===== src/rtl/darkbridge.sv =====
// darkbridge: UART debug bridge acting as a second bus master.
// 'W' + addr + data writes a word, 'R' + addr reads one; replies are sent back on TXD.
module darkbridge #(
   parameter logic [15:0] BAUD = 16'd868,
   parameter logic [7:0]  TOUT = 8'd20
) (
   input  logic        CLK,
   input  logic        RES,
   input  logic        RXD,
   output logic        TXD,
   output logic [31:0] ADDR,
   output logic        RD,
   output logic        WR,
   output logic [3:0]  BE,
   output logic [31:0] DATAO,
   input  logic [31:0] DATAI,
   input  logic        HLT,
   output logic        BUSY
);
   // state  | meaning
   // S_IDLE | waiting for a command byte
   // S_ADDR | collecting address bytes A0..A3
   // S_DATA | collecting write data bytes D0..D3
   // S_BUS  | bus request outstanding
   // S_RESP | sending the response byte(s)
   typedef enum logic [2:0] {S_IDLE, S_ADDR, S_DATA, S_BUS, S_RESP} state_t;

   localparam logic [15:0] BAUD_M1 = BAUD - 16'd1;
   localparam logic [15:0] HALF_M1 = (BAUD >> 1) - 16'd1;
   localparam logic [23:0] TMO_M1  = 24'(TOUT) * 24'(BAUD) - 24'd1;

   state_t      state, state_nx;
   logic        rxd_m, rxd_s, rxd_d;
   logic        rx_act, rx_valid;
   logic [15:0] rx_baud;
   logic [3:0]  rx_bit;
   logic [7:0]  rx_shift, rx_byte;
   logic        tx_act, tx_start, tx_done;
   logic [15:0] tx_baud;
   logic [3:0]  tx_bit;
   logic [7:0]  tx_shift, tx_data;
   logic        cmd_wr, cmd_bad, tmo_hit;
   logic [1:0]  byte_cnt, resp_cnt, resp_last;
   logic [23:0] tmo_cnt;
   logic [31:0] rdata;

   // receiver: rx_bit 0 = start recheck, 1..8 = data, 9 = stop
   always_ff @(posedge CLK or posedge RES) begin
      if (RES) begin
         rxd_m    <= 1'b1;
         rxd_s    <= 1'b1;
         rxd_d    <= 1'b1;
         rx_act   <= 1'b0;
         rx_baud  <= 16'd0;
         rx_bit   <= 4'd0;
         rx_shift <= 8'd0;
         rx_byte  <= 8'd0;
         rx_valid <= 1'b0;
      end else begin
         rxd_m    <= RXD;
         rxd_s    <= rxd_m;
         rxd_d    <= rxd_s;
         rx_valid <= 1'b0;
         if (!rx_act) begin
            if (rxd_d && !rxd_s) begin
               rx_act  <= 1'b1;
               rx_baud <= HALF_M1;
               rx_bit  <= 4'd0;
            end
         end else if (rx_baud != 16'd0) begin
            rx_baud <= rx_baud - 16'd1;
         end else begin
            rx_baud <= BAUD_M1;
            rx_bit  <= rx_bit + 4'd1;
            if (rx_bit == 4'd0) begin
               if (rxd_s) rx_act <= 1'b0;
            end else if (rx_bit == 4'd9) begin
               rx_act <= 1'b0;
               if (rxd_s) begin
                  rx_byte  <= rx_shift;
                  rx_valid <= 1'b1;
               end
            end else begin
               rx_shift <= {rxd_s, rx_shift[7:1]};
            end
         end
      end
   end

   // transmitter: shifting in ones makes the stop bit fall out after data bit 7
   assign tx_done = tx_act && (tx_baud == 16'd0) && (tx_bit == 4'd9);

   always_ff @(posedge CLK or posedge RES) begin
      if (RES) begin
         TXD      <= 1'b1;
         tx_act   <= 1'b0;
         tx_baud  <= 16'd0;
         tx_bit   <= 4'd0;
         tx_shift <= 8'hFF;
      end else if (tx_start) begin
         TXD      <= 1'b0;
         tx_act   <= 1'b1;
         tx_baud  <= BAUD_M1;
         tx_bit   <= 4'd0;
         tx_shift <= tx_data;
      end else if (tx_act) begin
         if (tx_baud != 16'd0) begin
            tx_baud <= tx_baud - 16'd1;
         end else if (tx_bit == 4'd9) begin
            tx_act <= 1'b0;
         end else begin
            TXD      <= tx_shift[0];
            tx_shift <= {1'b1, tx_shift[7:1]};
            tx_bit   <= tx_bit + 4'd1;
            tx_baud  <= BAUD_M1;
         end
      end
   end

   always_ff @(posedge CLK or posedge RES) begin
      if (RES) state <= S_IDLE;
      else     state <= state_nx;
   end

   always_comb begin
      state_nx  = state;
      tmo_hit   = (state == S_ADDR || state == S_DATA) && (tmo_cnt == 24'd0);
      tx_start  = (state == S_RESP) && !tx_act;
      resp_last = (cmd_bad || cmd_wr) ? 2'd0 : 2'd3;
      tx_data   = 8'h3F;
      if (!cmd_bad) begin
         if (cmd_wr) tx_data = 8'h2E;
         else begin
            case (resp_cnt)
               2'd0:    tx_data = rdata[7:0];
               2'd1:    tx_data = rdata[15:8];
               2'd2:    tx_data = rdata[23:16];
               default: tx_data = rdata[31:24];
            endcase
         end
      end
      case (state)
         S_IDLE: if (rx_valid)
                    state_nx = (rx_byte == 8'h57 || rx_byte == 8'h52) ? S_ADDR : S_RESP;
         S_ADDR: if (tmo_hit) state_nx = S_IDLE;
                 else if (rx_valid && byte_cnt == 2'd3) state_nx = cmd_wr ? S_DATA : S_BUS;
         S_DATA: if (tmo_hit) state_nx = S_IDLE;
                 else if (rx_valid && byte_cnt == 2'd3) state_nx = S_BUS;
         S_BUS:  if ((RD || WR) && !HLT) state_nx = S_RESP;
         S_RESP: if (tx_done && resp_cnt == resp_last) state_nx = S_IDLE;
         default: state_nx = S_IDLE;
      endcase
   end

   assign BUSY = (state != S_IDLE);

   always_ff @(posedge CLK or posedge RES) begin
      if (RES) begin
         cmd_wr   <= 1'b0;
         cmd_bad  <= 1'b0;
         byte_cnt <= 2'd0;
         resp_cnt <= 2'd0;
         tmo_cnt  <= 24'd0;
         ADDR     <= 32'd0;
         DATAO    <= 32'd0;
         rdata    <= 32'd0;
         RD       <= 1'b0;
         WR       <= 1'b0;
         BE       <= 4'h0;
      end else begin
         if (rx_valid) tmo_cnt <= TMO_M1;
         else if (tmo_cnt != 24'd0 && (state == S_ADDR || state == S_DATA))
            tmo_cnt <= tmo_cnt - 24'd1;
         case (state)
            S_IDLE: if (rx_valid) begin
                       cmd_wr   <= (rx_byte == 8'h57);
                       cmd_bad  <= !(rx_byte == 8'h57 || rx_byte == 8'h52);
                       byte_cnt <= 2'd0;
                       resp_cnt <= 2'd0;
                    end
            S_ADDR: if (rx_valid) begin
                       ADDR     <= {rx_byte, ADDR[31:8]};
                       byte_cnt <= byte_cnt + 2'd1;
                    end
            S_DATA: if (rx_valid) begin
                       DATAO    <= {rx_byte, DATAO[31:8]};
                       byte_cnt <= byte_cnt + 2'd1;
                    end
            S_BUS:  if (!RD && !WR) begin
                       RD <= !cmd_wr;
                       WR <= cmd_wr;
                       BE <= 4'hF;
                    end else if (!HLT) begin
                       RD <= 1'b0;
                       WR <= 1'b0;
                       BE <= 4'h0;
                       if (RD) rdata <= DATAI;
                    end
            S_RESP: if (tx_done) resp_cnt <= resp_cnt + 2'd1;
            default: ;
         endcase
      end
   end
endmodule


===== config.mk =====
export PLATFORM = sky130hd
export DESIGN_NAME = darkbridge
export DESIGN_NICKNAME = d
export VERILOG_FILES = /design/src/rtl/darkbridge.sv
export SDC_FILE = /design/constraint.sdc
export NUM_CORES = 1
export LEC_CHECK = 0
export BUFFER_PORTS_ARGS = -buffer_cell sky130_fd_sc_hd__buf_2
export CORE_MARGIN = 1.5
export CORE_UTILIZATION = 59
export CTS_CLUSTER_DIAMETER = 200
export CTS_CLUSTER_SIZE = 12
export DETAILED_ROUTE_END_ITERATION = 12
export PLACE_DENSITY = 0.8
export SETUP_SLACK_MARGIN = 0.4
export SYNTH_ARGS = -nofsm -noshare
export SYNTH_HDL_FRONTEND = slang
export SYNTH_SLANG_ARGS = --single-unit

===== constraint.sdc =====
create_clock -name CLK -period 8.25 [get_ports CLK]
set_clock_uncertainty 0.05 [all_clocks]
set_input_delay 0.825 -clock CLK [delete_from_list [all_inputs] [get_ports CLK]]
set_output_delay 0.825 -clock CLK [all_outputs]
set_load 0.02 [all_outputs]

==> impl_metrics.tcl <==
set metrics [dict create \
    netlist_instances 789 \
    htreeDepth 1 \
    ctsHoldBuffers 0 \
    synth_xor_area_share_pct 1.96 \
    dpl.hpwl_um 12800 \
    cts_inserted_buffers 20 \
    cp-end-kind "register" \
    min_period_ns 2.91 \
    cp_top_family "simple AND/OR/NAND/NOR gates" \
    post_cts_buffers 0 \
    cp-start-kind "register" \
    worstPathRequired_ns 8.62 \
    portBuffers 107 \
    synth_seq_cells 203 \
    rr_worst_depth 5 \
    syn_nets 840 \
    grt_max_degree 134 \
    cp_cell_sequence "or3b_2 -> nor2_1 -> a31oi_1 -> nor2_2 -> mux2_2" \
    synth_compound_area_share_pct 11.0 \
    cts.path.max_buffers 3 \
    async_reset_ff_share_pct 100 \
    grt-ovfl-total 0 \
    hold_violations 0 \
    synth_top_family_by_area "multiplexers" \
    clk_latency_ns 0.51 \
    critPathMaxStageDelay_ns 0.70 \
    synth_top_area_share_pct 50.9 \
    drt_iter0_drc 527 \
    ys.flop_type "dfrtp_1" \
    final_nets 939 \
    synth_edf_count 0 \
    num_rows 45 \
    synth-adder-area-share_pct 2.00 \
    wl_um 19100 \
    post_drt_via_cell_ratio 5.97 \
    diodes 0 \
    maxSlewViolCount 0 \
    peakVddDrop_v 0.000202 \
    ys_seq_area_share_pct 54.3 \
    synth-simple-area-share_pct 13.4 \
    final.period_utilization_pct 35.3 \
    cts.sinks 203 \
    cts_tree "built" \
    hp-class "reg2reg" \
    path_buf_inv 0 \
    relSlewSlack_pct 32.9 \
    grt_pass1_wl_um 32000 \
    coreArea_mm2 0.0154 \
    drive_above_1_share_pct 32.2 \
    route.detailed.drc 0 \
    cts_root_buf "clkbuf_16" \
    worstReg2RegEnd "tx_shift[6]" \
    critical_path_class "reg2reg" \
    antenna_found_initial 0 \
    grt_pass1_vias 6421 \
    dr_total_vias 6648 \
    p_total_mw 2.05 \
    tns_ns 0 \
    cp_max_fo 19 \
    synth_area_leader_cell "dfrtp_1" \
    setup_viol 0 \
    wl_per_cell_um 17.1 \
    fmax_ghz 0.343 \
    r2r_setup_slack_ns 5.34 \
    maxCapViolCount 0 \
    worst_pin_slew_ns 1.00 \
    startpoint "state[2]" \
    cts.clk_slew.worst_paths_ns 0.06 \
    avgSynthCellArea_um2 11.9 \
    status "completed" \
    power_leakage_nw 5.09 \
    ys_warn_count 0 \
    die_h_um 129 \
    dr.pass1.iters 5 \
    place_congestion 0.829 \
    postRouteAntennaNets 0 \
    crit_end "tx_shift[6]" \
    p_per_area_mw_per_mm2 193 \
    rsz0062_at_grt "no" \
    cp.arrival_ns 3.28 \
    synthMuxAreaShare_pct 14.4 \
    start_util_pct 61.0 \
    die_w_um 129 \
    cp_slowest_cell "nor2_2" \
    synthTopCellsByArea "dfrtp_1 (51%), mux2_2 (14%), dfstp_2 (3.4%)" \
    cp.depth 5 \
    ys_types 71 \
    grt_usage_pct 23.7 \
    cts_resized 0 \
    ios 108 \
    worst_r2r_startpoint "state[2]" \
    syn_area_mm2 0.00938 \
    area_delta_synth_final_pct 13.6 \
    dieArea_mm2 0.0167 \
]
## cell type report
| cell class | instances | area [µm²] |
|---|---|---|
| clock buffer | 35 | 557 |
| tap | 211 | 264 |
| timing repair buffer | 113 | 581 |
| inverter | 27 | 109 |
| clock inverter | 1 | 30.0 |
| sequential | 203 | 5090 |
| multi-input combinational | 523 | 4020 |
| fill | 1091 | 4710 |
## sequential cells by signal (all words and copies together) (netlist names), 2 cells and up
| signal | count |
|---|---|
| rx_shift | 8 |
| rx_bit | 4 |
| tx_baud | 16 |
| tmo_cnt | 24 |
| tx_bit | 4 |
| DATAO | 32 |
| rx_baud | 16 |
| rx_byte | 8 |
| byte_cnt | 2 |
| state | 3 |
| rdata | 32 |
| resp_cnt | 2 |
| ADDR | 32 |
| tx_shift | 8 |
## synthesized netlist by cell type (all sizes together), types with 4 or more instances
cell / n
dfrtp: 191
mux2: 115
nor2: 47
o21ai: 43
nand2: 36
a21oi: 27
inv: 26
clkbuf: 24
nor3: 20
o31ai: 16
ha: 15
nand4: 15
or3: 14
nand3: 13
buf: 12
dfstp: 12
xor2: 12
nor4: 11
o211ai: 11
or4: 11
o41ai: 9
xnor2: 9
a222oi: 8
nor3b: 7
mux2i: 6
nand2b: 6
a31oi: 5
and3: 5
nand4b: 5
a21o: 4
nor4b: 4
or2: 4
## cell families (layout without fill, tap and decap cells)
family          Yosys count  count (layout)
xor+xnor                 21              21
simple gates            216             216
mux                     121             121
flops                   203             203
compound gates          150             150
fa+ha+maj                15              15
buf+inv                  63             176
## power by group
part	switching [mW]	internal, mW	total (mW)
logic	0.0811	0.0581	0.139
clock network	0.379	0.461	0.840
registers	0.0439	1.03	1.07
total	0.504	1.55	2.05
## placed cells by master (no fill, tap or decap), types with 13 or more instances in the layout
| master | Yosys | final |
|---|---|---|
| nand3_1 | 13 | 13 |
| nor3_1 | 20 | 19 |
| or3_1 | 14 | 14 |
| ha_1 | 15 | 15 |
| inv_1 | 26 | 25 |
| dfrtp_1 | 191 | 191 |
| a21oi_1 | 27 | 27 |
| nor2_1 | 45 | 45 |
| nand2_1 | 36 | 36 |
| o21ai_0 | 39 | 39 |
| o31ai_1 | 15 | 15 |
| mux2_2 | 115 | 115 |
| nand4_1 | 15 | 15 |
| buf_2 | 3 | 107 |
| clkbuf_1 | 24 | 15 |
| clkbuf_16 | 0 | 20 |
## worst min path at each step
stage	startpoint	endpoint	slack, ns	cells after the start
2_1_floorplan	rxd_m	rxd_s	0.30	0
3_3_place_gp	rxd_m	rxd_s	0.30	0
3_5_place_dp	rxd_m	rxd_s	0.30	0
4_1_cts	rxd_m	rxd_s	0.31	0
5_1_grt	rxd_m	rxd_s	0.31	0
6_report	rxd_m	rxd_s	0.30	0
## per-layer routing
layer	track usage, %	routed length, µm	vias up
li1	-	-	3122
met1	34.3	8560	3314
met2	37.4	9130	169
met3	3.26	862	43
met4	7.53	517	0
met5	0	0	-
## stage by stage
step | hold slack (ns) | cell area (µm²) | cells | setup WS [ns] | utilization [%]
5_1_grt | 0.307 | 10700 | 1113 | 5.10 | 69.3
3_5_place_dp | 0.297 | 10100 | 1077 | 5.37 | 65.5
2_1_floorplan | 0.295 | 9380 | 789 | 1.86 | -
3_3_place_gp | 0.297 | 10100 | 1077 | 5.45 | 65.5
4_1_cts | 0.305 | 10700 | 1113 | 5.36 | 69.3
6_report | 0.304 | 10700 | 1113 | 5.34 | 69.3
Power figures use the tool's default switching activity.
